**config.mk**
```make
export PLATFORM = sky130hd
export DESIGN_NAME = sound_cue_sequencer
export DESIGN_NICKNAME = d
export VERILOG_FILES = /design/src/rtl/sound_cue_sequencer.sv
export SDC_FILE = /design/constraint.sdc
export NUM_CORES = 1
export LEC_CHECK = 0
export CAP_MARGIN = 20
export CORE_ASPECT_RATIO = 1.5
export CORE_MARGIN = 4
export CORE_UTILIZATION = 45
export CTS_CLUSTER_DIAMETER = 100
export CTS_CLUSTER_SIZE = 16
export DETAILED_ROUTE_END_ITERATION = 8
export PLACE_DENSITY = 0.74
export SYNTH_ARGS = -nofsm -noshare
export SYNTH_HDL_FRONTEND = slang
export SYNTH_SLANG_ARGS = --single-unit
export TNS_END_PERCENT = 20
```
**constraint.sdc**
```tcl
create_clock -name clk -period 3.98 [get_ports clk]
set_input_delay 0.796 -clock clk [delete_from_list [all_inputs] [get_ports clk]]
set_output_delay 0.796 -clock clk [all_outputs]
set_load 0.02 [all_outputs]
```
**src/rtl/sound_cue_sequencer.sv**
```systemverilog
`default_nettype none
// +-----------------------------------------------------------------------------+
// | sound_cue_sequencer: queues numbered sound cues and expands each one into    |
// | timed saw/square/noise trigger steps. Optional build macro: SOUND_CUE_DROP_EN |
// | Revision: 1.0                                                                |
// +-----------------------------------------------------------------------------+
module sound_cue_sequencer #(
    parameter int QUEUE_DEPTH = 4,
    parameter int DUR_BITS    = 6
) (
    input  logic                         clk,
    input  logic                         reset,
    input  logic                         frame_tick,
    input  logic                         cue_valid,
    input  logic [2:0]                   cue_code,
    output logic                         cue_ready,
    input  logic                         stop,
    output logic                         saw_trigger,
    output logic                         square_trigger,
    output logic                         noise_trigger,
    output logic                         busy,
    output logic [$clog2(QUEUE_DEPTH):0] queue_count,
    output logic                         dropped
);

    localparam int PTR_W = $clog2(QUEUE_DEPTH);
    localparam int CNT_W = PTR_W + 1;

    typedef enum logic [1:0] {
        ST_IDLE = 2'd0,
        ST_LOAD = 2'd1,
        ST_PLAY = 2'd2
    } state_t;

    state_t                state_q, state_d;
    logic [2:0]            cue_q, cue_d;
    logic [1:0]            step_q, step_d;
    logic [DUR_BITS-1:0]   dur_q, dur_d;
    logic [2:0]            trig_q, trig_d;
    logic                  busy_q, busy_d;
    logic [2:0]            fifo_q [QUEUE_DEPTH];
    logic [2:0]            fifo_d [QUEUE_DEPTH];
    logic [PTR_W-1:0]      wr_ptr_q, wr_ptr_d, rd_ptr_q, rd_ptr_d;
    logic [CNT_W-1:0]      count_q, count_d;

    logic                  full, empty, push, pop, cue_done;
    logic [2:0]            head;
    logic [7:0]            cur_step, nxt_step;

    // Entry = {saw, square, noise, frames[4:0]}; an all-zero entry terminates the cue.
    function automatic logic [7:0] cue_step(input logic [2:0] cue, input logic [1:0] step);
        logic [7:0] s;
        s = 8'h00;
        case ({cue, step})
            {3'd1, 2'd0}: s = {3'b100, 5'd4};
            {3'd2, 2'd0}: s = {3'b001, 5'd8};
            {3'd3, 2'd0}: s = {3'b011, 5'd16};
            {3'd3, 2'd1}: s = {3'b001, 5'd16};
            {3'd4, 2'd0}: s = {3'b010, 5'd4};
            {3'd4, 2'd1}: s = {3'b000, 5'd2};
            {3'd4, 2'd2}: s = {3'b010, 5'd4};
            {3'd5, 2'd0}: s = {3'b110, 5'd12};
            {3'd5, 2'd1}: s = {3'b001, 5'd20};
            {3'd6, 2'd0}: s = {3'b010, 5'd8};
            {3'd6, 2'd1}: s = {3'b100, 5'd8};
            {3'd6, 2'd2}: s = {3'b010, 5'd8};
            {3'd7, 2'd0}: s = {3'b010, 5'd2};
            default:      s = 8'h00;
        endcase
        return s;
    endfunction

    assign full  = (count_q == CNT_W'(QUEUE_DEPTH));
    assign empty = (count_q == '0);
    assign head  = fifo_q[rd_ptr_q];

`ifdef SOUND_CUE_DROP_EN
    logic dropped_q, dropped_d;

    assign cue_ready = !reset && !stop;
    assign dropped_d = cue_valid && cue_ready && full && !pop;
    assign dropped   = dropped_q;

    always_ff @(posedge clk) begin
        if (reset) dropped_q <= 1'b0;
        else       dropped_q <= dropped_d;
    end
`else
    assign cue_ready = !reset && !stop && !full;
    assign dropped   = 1'b0;
`endif

    // A push into a full queue only lands when the head is popped on the same edge.
    assign push = cue_valid && cue_ready && (!full || pop);

    always_comb begin
        state_d  = state_q;
        cue_d    = cue_q;
        step_d   = step_q;
        dur_d    = dur_q;
        trig_d   = 3'b000;
        pop      = 1'b0;
        cue_done = 1'b0;
        cur_step = cue_step(cue_q, step_q);
        nxt_step = cue_step(cue_q, step_q + 2'd1);

        case (state_q)
            ST_IDLE: cue_done = 1'b1;
            ST_LOAD: begin
                if (cur_step == 8'h00) begin
                    cue_done = 1'b1;
                end else begin
                    trig_d  = cur_step[7:5];
                    dur_d   = DUR_BITS'(cur_step[4:0]);
                    state_d = ST_PLAY;
                end
            end
            ST_PLAY: begin
                trig_d = trig_q;
                if (frame_tick) begin
                    if (dur_q == DUR_BITS'(1)) begin
                        trig_d = 3'b000;
                        if (nxt_step == 8'h00) begin
                            cue_done = 1'b1;
                        end else begin
                            step_d  = step_q + 2'd1;
                            state_d = ST_LOAD;
                        end
                    end else begin
                        dur_d = dur_q - DUR_BITS'(1);
                    end
                end
            end
            default: state_d = ST_IDLE;
        endcase

        // Finishing a cue chains straight into the next queued one so the gap stays one cycle.
        if (cue_done) begin
            if (!empty) begin
                pop     = 1'b1;
                cue_d   = head;
                step_d  = 2'd0;
                state_d = ST_LOAD;
            end else begin
                state_d = ST_IDLE;
            end
        end

        if (stop) begin
            state_d = ST_IDLE;
            trig_d  = 3'b000;
            pop     = 1'b0;
        end
    end

    always_comb begin
        fifo_d   = fifo_q;
        wr_ptr_d = wr_ptr_q;
        rd_ptr_d = rd_ptr_q;
        count_d  = count_q;
        if (stop) begin
            wr_ptr_d = '0;
            rd_ptr_d = '0;
            count_d  = '0;
        end else begin
            if (push) begin
                fifo_d[wr_ptr_q] = cue_code;
                wr_ptr_d         = wr_ptr_q + PTR_W'(1);
            end
            if (pop) rd_ptr_d = rd_ptr_q + PTR_W'(1);
            case ({push, pop})
                2'b10:   count_d = count_q + CNT_W'(1);
                2'b01:   count_d = count_q - CNT_W'(1);
                default: count_d = count_q;
            endcase
        end
        busy_d = (state_d != ST_IDLE) || (count_d != '0);
    end

    always_ff @(posedge clk) begin
        fifo_q <= fifo_d;
        if (reset) begin
            state_q  <= ST_IDLE;
            cue_q    <= 3'd0;
            step_q   <= 2'd0;
            dur_q    <= '0;
            trig_q   <= 3'b000;
            busy_q   <= 1'b0;
            wr_ptr_q <= '0;
            rd_ptr_q <= '0;
            count_q  <= '0;
        end else begin
            state_q  <= state_d;
            cue_q    <= cue_d;
            step_q   <= step_d;
            dur_q    <= dur_d;
            trig_q   <= trig_d;
            busy_q   <= busy_d;
            wr_ptr_q <= wr_ptr_d;
            rd_ptr_q <= rd_ptr_d;
            count_q  <= count_d;
        end
    end

    assign saw_trigger    = trig_q[2];
    assign square_trigger = trig_q[1];
    assign noise_trigger  = trig_q[0];
    assign busy           = busy_q;
    assign queue_count    = count_q;

endmodule
`default_nettype wire

```
==> flow_summary.ini <==
[timing]
setup_total_negative_slack_ns = 0
finalWorstPathRequiredPeriod_ns = 3.58
setup_violations = 0
rsz0062_at_grt = no
tightest_slew_ns = 0.716
worst_slew_margin_rel_pct = 51.9
count_of_final_hold_check_violations = 0
slew_viol_final = 0
achievable-frequency_mhz = 280
fin_crit_sh_pct = 89.8
finClkSkew_ns = 0.00698

[routing]
wl_per_cell_um = 15.1
vias = 1614
firstDrtPassIters = 4
drt-vias-per-instance = 5.78
drc = 0
drt.antenna.violating_nets = 0
drt_iter0_markers = 60
drt_wl_total_mm = 4.20

[cells_and_area]
layout-drive-gt1-share_pct = 10.7
nets = 253
layout-area-overhead-vs-synth_pct = 14.7
antenna_cells = 0

[global_routing]
grt.total_usage_pct = 15.8
grt_pass1_vias = 1570
antenna_found_initial = 0
grt_start_max_net_pins = 18
globalRoute.totalOverflow = 0
grt_pass1_wl_mm = 7.18

[synth]
synth_adder_area_share_pct = 8.29
synth.ff_latch_count = 36
mappedNetlistArea_sq_um = 2050
muxShareOfSynthArea_pct = 4.27
dominant_combinational_cell_family_by_area_after_synthesis = simple AND/OR/NAND/NOR gates
dominantRegCellSynth = sky130_fd_sc_hd__dfxtp_1
synthesis.area_per_instance_sq_um = 9.63
synth_cells = 213
ys_async_rst_share_pct = 0
yosysSeqAreaShare_pct = 41.0
ys.warnings.count = 0
synth.distinct_cells = 53
synth_enable_flop_cells = 12
mappedNetlistNets = 234
synth-compound-area-share_pct = 18.2
post_synth_xor_area_fraction_pct = 2.56
post_synth_and_or_nand_nor_area_fraction_pct = 21.5

[clocking]
path_clk_slew_ns = 0.07
cts_resizes = 0
numClockSinks = 36
cts_inserted_buffers = 5
post-cts-setup-buffers = 0
clock_latency_ns = 0.29
clock_path_buffers = 2
root_buffer = sky130_fd_sc_hd__clkbuf_8
postCtsHoldBufs = 0
tritoncts = built
h_tree_depth_reported_by_cts = 2

[floorplan]
placementRows = 29
initial_core_util_pct = 47.5
die_x_um = 63.1
die_height_um = 90.7
die_area_sq_um = 5730
design.core.area_sq_um = 4320
i_o_pins = 17

[critical_path]
worstSetupEndpointType = flop
critical_path_peak_fanout = 8
critical_path_required_ns = 4.14
worst_ep_arrival_time_ns = 3.74
worst_setup_path_start_kind = flop
worstSetupPathType = reg2reg

[power]
intPower_mw = 0.564
power_switching_share_pct = 21.7
power_density_nw_per_um2 = 306
combinationalPowerShare_pct = 6.7
power.net_switching_mw = 0.156
peak_ir_drop_on_the_vdd_network_v = 0.000222
leakagePower_nw = 0.840
sequentialPowerShare_pct = 53.8
clock_power_share_pct = 39.5
design_power_total_mw = 0.720

[flow_run]
maxCapViolations = 0

[place]
routabilityCongestion = 0.808
place.port_buffers = 15
post_dp_hpwl_mm = 3.24

[outcome]
run_status = finished, final reports clean

[worst_hold_path]
timing.hold.worst.class = reg2reg
path summary, 6_finish.rpt:
kind,startpoint,to,slack [ns],cells past startpoint
setup / recovery,step_q[1]$_SDFF_PP0_,busy$_SDFF_PP0_,0.40,13
hold / removal,trig_q[0]$_SDFFE_PP0P_,trig_q[0]$_SDFFE_PP0P_,0.47,2
setup reg to reg,step_q[1]$_SDFF_PP0_,busy$_SDFF_PP0_,0.40,13
hold reg to reg,trig_q[0]$_SDFFE_PP0P_,trig_q[0]$_SDFFE_PP0P_,0.47,2
power groups by stage:
stage	clock network (mW)	logic, mW	registers [mW]
2_1_floorplan	0	0.0299	0.394
3_3_place_gp	0	0.0473	0.396
3_5_place_dp	0	0.0479	0.396
4_1_cts	0.292	0.0482	0.387
5_1_grt	0.307	0.0527	0.388
6_report	0.284	0.0481	0.387
Yosys cell counts (all sizes together), types with 2 or more instances:
library cell | instances | area (sq um)
a211oi | 3 | 22.5
a21boi | 2 | 22.5
a21o | 2 | 15.0
a21oi | 21 | 109
and2 | 4 | 25.0
and3 | 4 | 25.0
buf | 6 | 36.3
clkbuf | 2 | 7.51
dfxtp | 24 | 480
edfxtp | 12 | 360
ha | 12 | 150
inv | 10 | 37.5
mux2i | 2 | 20.0
mux4 | 3 | 67.6
nand2 | 6 | 22.5
nand2b | 3 | 18.8
nand3 | 5 | 25.0
nand3b | 3 | 22.5
nand4 | 3 | 18.8
nor2 | 21 | 81.3
nor2b | 8 | 50.1
nor3 | 8 | 40.0
nor3b | 6 | 50.1
o21a | 3 | 22.5
o21ai | 12 | 60.1
o311ai | 2 | 25.0
or2 | 2 | 12.5
or3 | 2 | 12.5
xnor2 | 4 | 35.0
xor2 | 2 | 17.5
through the flow:
stage                     hold WS (ns)  utilization [%]  cell area, sq um  worst slack [ns]  std cells
final                            0.470             54.5              2350             0.405        279
after global routing             0.497             54.5              2350            0.0973        279
after CTS                        0.466             54.5              2350             0.392        279
after detailed placement         0.459             52.2              2250             0.377        271
after global placement           0.442             52.2              2250             0.428        271
after floorplan                  0.474                -              2050             0.552        213
final cells by class:
type	count	area, sq um
clock buffers	8	100
fillers	383	1960
inverters	10	37.5
multi-input cells	159	1130
flip-flops and latches	36	841
well taps	46	57.6
repair buffers	20	188
placed cells by master, fill, tap and decap left out, types with 5 or more instances in the layout:
cell type and instances:
sky130_fd_sc_hd__nor2b_1 8, sky130_fd_sc_hd__clkbuf_8 7, sky130_fd_sc_hd__edfxtp_1 12, sky130_fd_sc_hd__nor2_1 20
sky130_fd_sc_hd__nor3b_1 5, sky130_fd_sc_hd__ha_1 12, sky130_fd_sc_hd__nand3_1 5, sky130_fd_sc_hd__nand2_1 6
sky130_fd_sc_hd__buf_4 5, sky130_fd_sc_hd__inv_1 10, sky130_fd_sc_hd__clkdlybuf4s50_1 15, sky130_fd_sc_hd__o21ai_0 11
sky130_fd_sc_hd__nor3_1 8, sky130_fd_sc_hd__dfxtp_1 24, sky130_fd_sc_hd__a21oi_1 20
layer usage:
layer  wire [um]  vias to the layer above  track usage [%]  share of wire [%]
li1            -                      805                -                  -
met1        1610                      755             16.5                 38
met2        2300                       42             28.5                 55
met3         164                       12             3.86                3.9
met4         125                        0             8.10                3.0
met5           0                        -                0                  0
worst max-delay path, cell delays in order, from the launching register on:
cell                        delay [ns]
sky130_fd_sc_hd__dfxtp_1          0.39
sky130_fd_sc_hd__inv_1            0.12
sky130_fd_sc_hd__ha_1             0.24
sky130_fd_sc_hd__nor2b_1          0.36
sky130_fd_sc_hd__a2111oi_4        0.14
sky130_fd_sc_hd__a21boi_2         0.20
sky130_fd_sc_hd__a2bb2oi_1        0.42
sky130_fd_sc_hd__nor3_1           0.11
sky130_fd_sc_hd__ha_1             0.25
sky130_fd_sc_hd__fa_1             0.38
sky130_fd_sc_hd__xnor2_1          0.18
sky130_fd_sc_hd__or3_1            0.13
sky130_fd_sc_hd__a21oi_1          0.07
sky130_fd_sc_hd__or4_1            0.46
cells by family after synthesis:
family,count (synthesis)
adders and majority gates,13
other,1
xor gates and xnor gates,6
muxes,5
and+or+nand+nor,79
AOI/OAI and AO/OA,55
DFF,36
buffers and inverters,18
flip-flops by register name, summed over array words and instances, names as in the netlist:
register     flops
cue_q            3
dur_q            6
queue_count      3
wr_ptr_q         2
step_q           2
rd_ptr_q         2
fifo_q          12
trig_q           3
busy             1
state_q          2
Note: power is estimated with default switching activity, not from simulation.
